==> src/rtl/multi_watch_pkg.sv <==
// multi_watch_pkg: BCD time types, digit limits and seven-segment table shared by the watch.
package multi_watch_pkg;
    typedef logic [3:0] bcd_t;
    typedef struct packed {
        bcd_t m1;
        bcd_t m0;
        bcd_t s1;
        bcd_t s0;
    } time_t;
    localparam bcd_t UNIT_MAX = 4'd9;
    localparam bcd_t TENS_MAX = 4'd5;
    // Entry n sits at bits [7n+6:7n], segments g..a.
    localparam logic [69:0] SEG_TBL = {7'h6F, 7'h7F, 7'h27, 7'h7D, 7'h6D,
                                       7'h66, 7'h4F, 7'h5B, 7'h06, 7'h3F};
    function automatic logic [6:0] seg_enc(input bcd_t d);
        return (d <= UNIT_MAX) ? 7'(SEG_TBL >> (7 * int'(d))) : 7'h00;
    endfunction
    function automatic bcd_t clamp(input bcd_t d, input bcd_t mx);
        return (d > mx) ? mx : d;
    endfunction
endpackage

==> src/rtl/multi_watch_if.sv <==
// multi_watch_if: control inputs, status pulses and Pmod display lines of the watch.
interface multi_watch_if;
    logic        run;
    logic        clr;
    logic        down;
    logic        load;
    logic [15:0] load_val;
    logic        tick;
    logic        wrap;
    logic        done;
    logic [7:0]  jc;
    logic [7:0]  jd;
    modport master (output run, clr, down, load, load_val, input tick, wrap, done, jc, jd);
    modport slave  (input run, clr, down, load, load_val, output tick, wrap, done, jc, jd);
endinterface

==> src/rtl/ssd_pmod_drv.sv <==
// ssd_pmod_drv: multiplexes the BCD time onto two Pmod SSD modules with registered outputs.
module ssd_pmod_drv
    import multi_watch_pkg::*;
#(
    parameter int SCAN_DIV  = 65536,
    parameter int CC_ACTIVE = 1
) (
    input  logic       sysclk,
    input  logic       rst,
    input  time_t      i_time,
    output logic [7:0] o_jc,
    output logic [7:0] o_jd
);
    localparam int SW = $clog2(SCAN_DIV);
    localparam logic CC = (CC_ACTIVE != 0);
    logic [SW-1:0] r_scan;
    logic          r_sel;
    logic          w_scan_wrap;
    assign w_scan_wrap = (r_scan == SW'(SCAN_DIV - 1));
    always_ff @(posedge sysclk) begin
        if (rst) begin
            r_scan <= '0;
            r_sel  <= 1'b0;
            o_jc   <= {~CC, 7'h3F};
            o_jd   <= {~CC, 7'h3F};
        end else begin
            r_scan <= w_scan_wrap ? '0 : r_scan + 1'b1;
            if (w_scan_wrap) r_sel <= ~r_sel;
            o_jc   <= {r_sel ~^ CC, seg_enc(r_sel ? i_time.s1 : i_time.s0)};
            o_jd   <= {r_sel ~^ CC, seg_enc(r_sel ? i_time.m1 : i_time.m0)};
        end
    end
endmodule

==> src/rtl/multi_watch.sv <==
// multi_watch: mm:ss up/down stopwatch with one-second prescaler and Pmod SSD display.
module multi_watch
    import multi_watch_pkg::*;
#(
    parameter int CLK_HZ    = 125000000,
    parameter int SCAN_DIV  = 65536,
    parameter int CC_ACTIVE = 1
) (
    input  logic   sysclk,
    input  logic   rst,
    multi_watch_if.slave bus
);
    localparam int PW = $clog2(CLK_HZ);
    logic [PW-1:0] r_pre;
    time_t         r_time;
    logic          r_tick;
    logic          r_wrap;
    logic          r_done;
    time_t         w_up;
    time_t         w_dn;
    time_t         w_ld;
    time_t         w_lv;
    logic          w_step;
    logic          w_zero;
    logic          w_max;
    logic          w_hold;
    logic          w_c0, w_c1, w_c2;
    logic          w_b0, w_b1, w_b2;
    assign w_lv   = bus.load_val;
    assign w_step = bus.run && (r_pre == PW'(CLK_HZ - 1));
    assign w_zero = (r_time == '0);
    assign w_max  = (r_time == 16'h5959);
    assign w_hold = bus.down && (r_done || w_zero);
    always_comb begin
        w_c0    = (r_time.s0 == UNIT_MAX);
        w_c1    = w_c0 && (r_time.s1 == TENS_MAX);
        w_c2    = w_c1 && (r_time.m0 == UNIT_MAX);
        w_up.s0 = w_c0 ? 4'd0 : r_time.s0 + 4'd1;
        w_up.s1 = w_c0 ? (w_c1 ? 4'd0 : r_time.s1 + 4'd1) : r_time.s1;
        w_up.m0 = w_c1 ? (w_c2 ? 4'd0 : r_time.m0 + 4'd1) : r_time.m0;
        w_up.m1 = w_c2 ? ((r_time.m1 == TENS_MAX) ? 4'd0 : r_time.m1 + 4'd1) : r_time.m1;
        w_b0    = (r_time.s0 == 4'd0);
        w_b1    = w_b0 && (r_time.s1 == 4'd0);
        w_b2    = w_b1 && (r_time.m0 == 4'd0);
        w_dn.s0 = w_b0 ? UNIT_MAX : r_time.s0 - 4'd1;
        w_dn.s1 = w_b0 ? (w_b1 ? TENS_MAX : r_time.s1 - 4'd1) : r_time.s1;
        w_dn.m0 = w_b1 ? (w_b2 ? UNIT_MAX : r_time.m0 - 4'd1) : r_time.m0;
        w_dn.m1 = w_b2 ? r_time.m1 - 4'd1 : r_time.m1;
        w_ld.s0 = clamp(w_lv.s0, UNIT_MAX);
        w_ld.s1 = clamp(w_lv.s1, TENS_MAX);
        w_ld.m0 = clamp(w_lv.m0, UNIT_MAX);
        w_ld.m1 = clamp(w_lv.m1, TENS_MAX);
    end
    always_ff @(posedge sysclk) begin
        if (rst) begin
            r_time <= '0;
            r_pre  <= '0;
            r_tick <= 1'b0;
            r_wrap <= 1'b0;
            r_done <= 1'b0;
        end else begin
            r_tick <= 1'b0;
            r_wrap <= 1'b0;
            if (bus.clr) begin
                r_time <= '0;
                r_pre  <= '0;
                r_done <= 1'b0;
            end else if (bus.load) begin
                r_time <= w_ld;
                r_pre  <= '0;
                r_done <= bus.down && (w_ld == '0);
            end else begin
                if (bus.run) r_pre <= w_step ? '0 : r_pre + 1'b1;
                if (!bus.down) r_done <= 1'b0;
                // A down-count parked at 00:00 swallows steps silently.
                if (w_step && w_hold) begin
                    r_done <= 1'b1;
                end else if (w_step) begin
                    r_tick <= 1'b1;
                    if (bus.down) begin
                        r_time <= w_dn;
                        r_done <= (w_dn == '0);
                    end else begin
                        r_time <= w_up;
                        r_wrap <= w_max;
                    end
                end
            end
        end
    end
    assign bus.tick = r_tick;
    assign bus.wrap = r_wrap;
    assign bus.done = r_done;
    ssd_pmod_drv #(
        .SCAN_DIV (SCAN_DIV),
        .CC_ACTIVE(CC_ACTIVE)
    ) u_drv (
        .sysclk(sysclk),
        .rst   (rst),
        .i_time(r_time),
        .o_jc  (bus.jc),
        .o_jd  (bus.jd)
    );
endmodule

==> src/flat_wrapper.sv <==
// flat-port wrapper written by rule: the top's interface ports become plain ports
module multi_watch_flat import multi_watch_pkg::*;
#(
    parameter int CLK_HZ    = 125000000,
    parameter int SCAN_DIV  = 65536,
    parameter int CC_ACTIVE = 1
)
  (sysclk, rst, bus_run, bus_clr, bus_down, bus_load, bus_load_val, bus_tick, bus_wrap, bus_done, bus_jc, bus_jd);
  multi_watch_if bus_i ();
  input  logic sysclk;
  input  logic rst;
  input wire logic [$bits(bus_i.run)-1:0] bus_run;
  input wire logic [$bits(bus_i.clr)-1:0] bus_clr;
  input wire logic [$bits(bus_i.down)-1:0] bus_down;
  input wire logic [$bits(bus_i.load)-1:0] bus_load;
  input wire logic [$bits(bus_i.load_val)-1:0] bus_load_val;
  output wire logic [$bits(bus_i.tick)-1:0] bus_tick;
  output wire logic [$bits(bus_i.wrap)-1:0] bus_wrap;
  output wire logic [$bits(bus_i.done)-1:0] bus_done;
  output wire logic [$bits(bus_i.jc)-1:0] bus_jc;
  output wire logic [$bits(bus_i.jd)-1:0] bus_jd;
  assign bus_i.run = bus_run;
  assign bus_i.clr = bus_clr;
  assign bus_i.down = bus_down;
  assign bus_i.load = bus_load;
  assign bus_i.load_val = bus_load_val;
  assign bus_tick = bus_i.tick;
  assign bus_wrap = bus_i.wrap;
  assign bus_done = bus_i.done;
  assign bus_jc = bus_i.jc;
  assign bus_jd = bus_i.jd;
  multi_watch #(.CLK_HZ(CLK_HZ), .SCAN_DIV(SCAN_DIV), .CC_ACTIVE(CC_ACTIVE)) u_core (.sysclk(sysclk), .rst(rst), .bus(bus_i));
endmodule
==> config.mk <==
export PLATFORM = sky130hd
export DESIGN_NAME = multi_watch_flat
export DESIGN_NICKNAME = d
export VERILOG_FILES = /design/src/rtl/multi_watch_pkg.sv /design/src/rtl/multi_watch_if.sv /design/src/rtl/ssd_pmod_drv.sv /design/src/rtl/multi_watch.sv /design/src/flat_wrapper.sv
export SDC_FILE = /design/constraint.sdc
export NUM_CORES = 1
export LEC_CHECK = 0
export CAP_MARGIN = 40
export CORE_ASPECT_RATIO = 1.5
export CORE_MARGIN = 10
export CORE_UTILIZATION = 35
export DETAILED_ROUTE_END_ITERATION = 16
export RECOVER_POWER = 50
export SETUP_SLACK_MARGIN = 0.05
export SYNTH_ARGS = -nofsm -noshare
export SYNTH_HDL_FRONTEND = slang
export SYNTH_HIERARCHICAL = 1
export SYNTH_SLANG_ARGS = --single-unit
==> constraint.sdc <==
create_clock -name sysclk -period 3.1 [get_ports sysclk]
set_clock_uncertainty 0.2 [all_clocks]
set_input_delay 0.62 -clock sysclk [delete_from_list [all_inputs] [get_ports sysclk]]
set_output_delay 0.62 -clock sysclk [all_outputs]
set_load 0.01 [all_outputs]
==> out/summary.json <==
{
  "cells_and_area": {
    "antenna_cells": 0,
    "drive_gt1_frac": 0.0875,
    "n_fill_cell": 1305,
    "syn2layout_area_growth_pct": 18.0,
    "finish.net_count": 647,
    "layoutNonFillerInstCount": 765
  },
  "run": {
    "drv_cap": 0
  },
  "timing": {
    "final-max-slew-violation-count": 0,
    "post-route-min-period_ns": 2.76,
    "maximum_clock_frequency_ghz": 0.363,
    "rsz0062_at_grt": "no",
    "worst-slew-pin-transition_ns": 0.816,
    "finalHoldViolCount": 0,
    "setup_total_negative_slack_ns": 0,
    "post-route-period-util": 0.889,
    "relSlewSlack": 0.456,
    "timing.final.setup_violations": 0
  },
  "global_routing": {
    "grtUsageMet3": 0.0214,
    "antenna_found_initial": 0,
    "groute.layer.met2.usage": 0.236,
    "first_global_vias": 4229,
    "grt_overflow_total": 0,
    "wire_length_of_the_first_global_routing_pass_um": 20500,
    "grt_max_degree": 26,
    "gr-usage-all-layers": 0.134,
    "grt_util_met1": 0.145,
    "grt.busiest_layer": "met2"
  },
  "yosys": {
    "ys_async_sr_fraction": 0,
    "synth.cells.most_frequent": "dfxtp_1, nor2_1, nand2_1, nand3_1, xnor2_1",
    "synth_area_leader_cell": "dfxtp_1",
    "synth.yosys.warnings": 6,
    "most_area_consuming_cells_after_synthesis": "dfxtp_1, ha_1, nor2_1, xnor2_1, xor2_1",
    "synth.most_common_cell": "dfxtp_1",
    "yosysUniqueCellTypes": 73,
    "synth_largest_type_area_fraction": 0.331,
    "synth_edf_count": 0,
    "seq_total_area_yosys": 0.331,
    "synth_ff_type": "dfxtp_1",
    "synth.avg_cell_area_sq_um": 8.37,
    "synthesis.nets": 610,
    "synth_instances": 564,
    "netlist_area_sq_um": 4720,
    "yosys_register_bits": 78
  },
  "die": {
    "fp.dieArea_sq_um": 18600,
    "initial_utilization": 0.361,
    "core.rowCount": 51,
    "die_h_um": 162,
    "chipWidth_um": 115,
    "io_pins": 41,
    "core_sq_um": 13100
  },
  "clock_network": {
    "cts-root-to-sink-buffers": 2,
    "cts.sink_count": 78,
    "ctsRootBufferMaster": "clkbuf_16",
    "worst_setup_hold_path_clk_slew_ns": 0.06,
    "cts_buffers": 9,
    "h_tree_level_count": 3,
    "cts.repair_timing.setup_buffer_count": 0,
    "worst_skew_pair.late_latency_ns": 0.35,
    "tritoncts": "built"
  },
  "pwr": {
    "power.density_nw_per_um2": 426,
    "p_sw_frac": 0.272,
    "p_switching_uw": 645,
    "irDropWorstVdd_uv": 353,
    "clkPwrFrac": 0.427,
    "combPwrFrac": 0.131,
    "p_leak_nw": 2.03,
    "seq_power_share": 0.442,
    "power_report.internal_total_mw": 1.73
  },
  "drt": {
    "wire_per_inst_um": 16.4,
    "dr.first_iter.drc_count": 270,
    "firstDrtPassIters": 5,
    "drc": 0,
    "vias_per_cell": 5.57,
    "count_of_vias_placed_by_the_detailed_router": 4262,
    "ant_nets": 0,
    "route.final.wire_length_um": 12500
  },
  "place": {
    "globalplace.congestion": 0.886,
    "hpwl_um": 9240,
    "post_place_cells": 749,
    "buffer_ports.inserted": 40
  },
  "setup_path": {
    "timing.critical_path.from": "u_core/r_time[8]",
    "critPathKind": "register to register",
    "critical_path.endpoint": "u_core/r_time[13]",
    "r2r_start": "u_core/r_time[8]",
    "required_ns": 3.12,
    "critical_path.startpoint_type": "register",
    "critPathCaptureType": "register",
    "rrSetupSlack_ns": 0.34,
    "reg_to_reg_endpoint": "u_core/r_time[13]",
    "cp_data_arrival_time_ns": 2.77,
    "cp_max_fo": 12,
    "reg2reg_depth": 8
  },
  "run_status": {
    "status": "finished clean"
  },
  "hold_path": {
    "hold_path_class": "register to register"
  }
}
per-layer routing:
layer / wire, um / vias up
li1: - / 2090
met1: 5100 / 2039
met2: 6420 / 97
met3: 483 / 36
met4: 508 / 0
met5: 0 / -
cells in the final DEF (no fill, tap or decap), types with 20 or more instances in the layout:
cell type      synthesis  layout
xnor2_1               25      25
dlygate4sd3_1          0      21
ha_1                  24      24
nand2_1               35      35
dfxtp_1               78      78
inv_1                 23      23
nor2_1                73      73
a21oi_1               21      21
xor2_1                21      21
o21ai_0               18      20
nand3_1               35      35
state kept, by name (all words and copies together) (netlist names):
register,cells
u_core/bus.done,1
u_core/u_drv/r_scan,16
u_core/u_drv/r_sel,1
u_core/r_pre,27
u_core/u_drv/o_jd,7
u_core/u_drv/o_jc,8
u_core/r_time,16
u_core/bus.tick,1
u_core/bus.wrap,1
timing repair:
item,in CTS,in global routing
hold buffers,0,0
endpoints found under the setup margin,0,3
resized for setup,0,1
cell families after synthesis:
kind of cell	after synthesis	synth area share
buffers and inverters	53	0.0472
DFF	78	0.331
adders and majority gates	24	0.0636
xor gates and xnor gates	46	0.0854
muxes	15	0.0361
and+or+nand+nor	241	0.277
AOI/OAI and AO/OA	107	0.160
critical path, cell delays in order, from the launching register on:
cell,delay (ns)
dfxtp_1,0.48
inv_1,0.13
ha_1,0.24
nor3b_2,0.22
a41o_1,0.28
and4b_4,0.46
a21oi_1,0.18
a2111oi_0,0.35
a211oi_1,0.09
power by group through the flow:
stage,logic (mW),clock network [mW],registers [mW]
floorplan,0.195,0,1.06
global placement,0.307,0,1.07
detailed placement,0.310,0,1.07
CTS,0.313,1.04,1.05
global route,0.341,1.08,1.05
finish,0.311,1.01,1.05
per-stage QoR:
stage / setup slack [ns] / total power, mW / instance area, sq um / utilization / hold slack (ns)
2_1_floorplan: 0.555 / 1.26 / 4720 / - / 0.260
3_3_place_gp: 0.262 / 1.38 / 5300 / 0.405 / 0.282
3_5_place_dp: 0.187 / 1.38 / 5300 / 0.405 / 0.294
4_1_cts: 0.255 / 2.40 / 5590 / 0.427 / 0.306
5_1_grt: 0.130 / 2.47 / 5570 / 0.426 / 0.325
6_report: 0.345 / 2.37 / 5570 / 0.426 / 0.307
final cells by class:
cell class              count  area (sq um)  share of cell area
clock buffers              10           239              0.0429
clock inverters             6          46.3             0.00831
inverters                  23          86.3              0.0155
multi-input cells         433          2930               0.526
flip-flops and latches     78          1560               0.280
well taps                 159           199              0.0357
repair buffers             56           509              0.0915
worst min path at each step:
stage	startpoint	end	slack, ns	depth (start not counted)
5_1_grt	u_core/u_drv/r_scan[15]	u_core/u_drv/r_scan[15]	0.32	2
6_report	u_core/u_drv/r_scan[15]	u_core/u_drv/r_scan[15]	0.31	2
4_1_cts	u_core/u_drv/r_scan[15]	u_core/u_drv/r_scan[15]	0.31	2
2_1_floorplan	u_core/u_drv/r_scan[0]	u_core/u_drv/r_scan[0]	0.26	1
3_3_place_gp	u_core/u_drv/r_scan[15]	u_core/u_drv/r_scan[15]	0.28	2
3_5_place_dp	u_core/u_drv/r_scan[15]	u_core/u_drv/r_scan[15]	0.29	2
No activity file was read; power rests on OpenSTA's default activity.
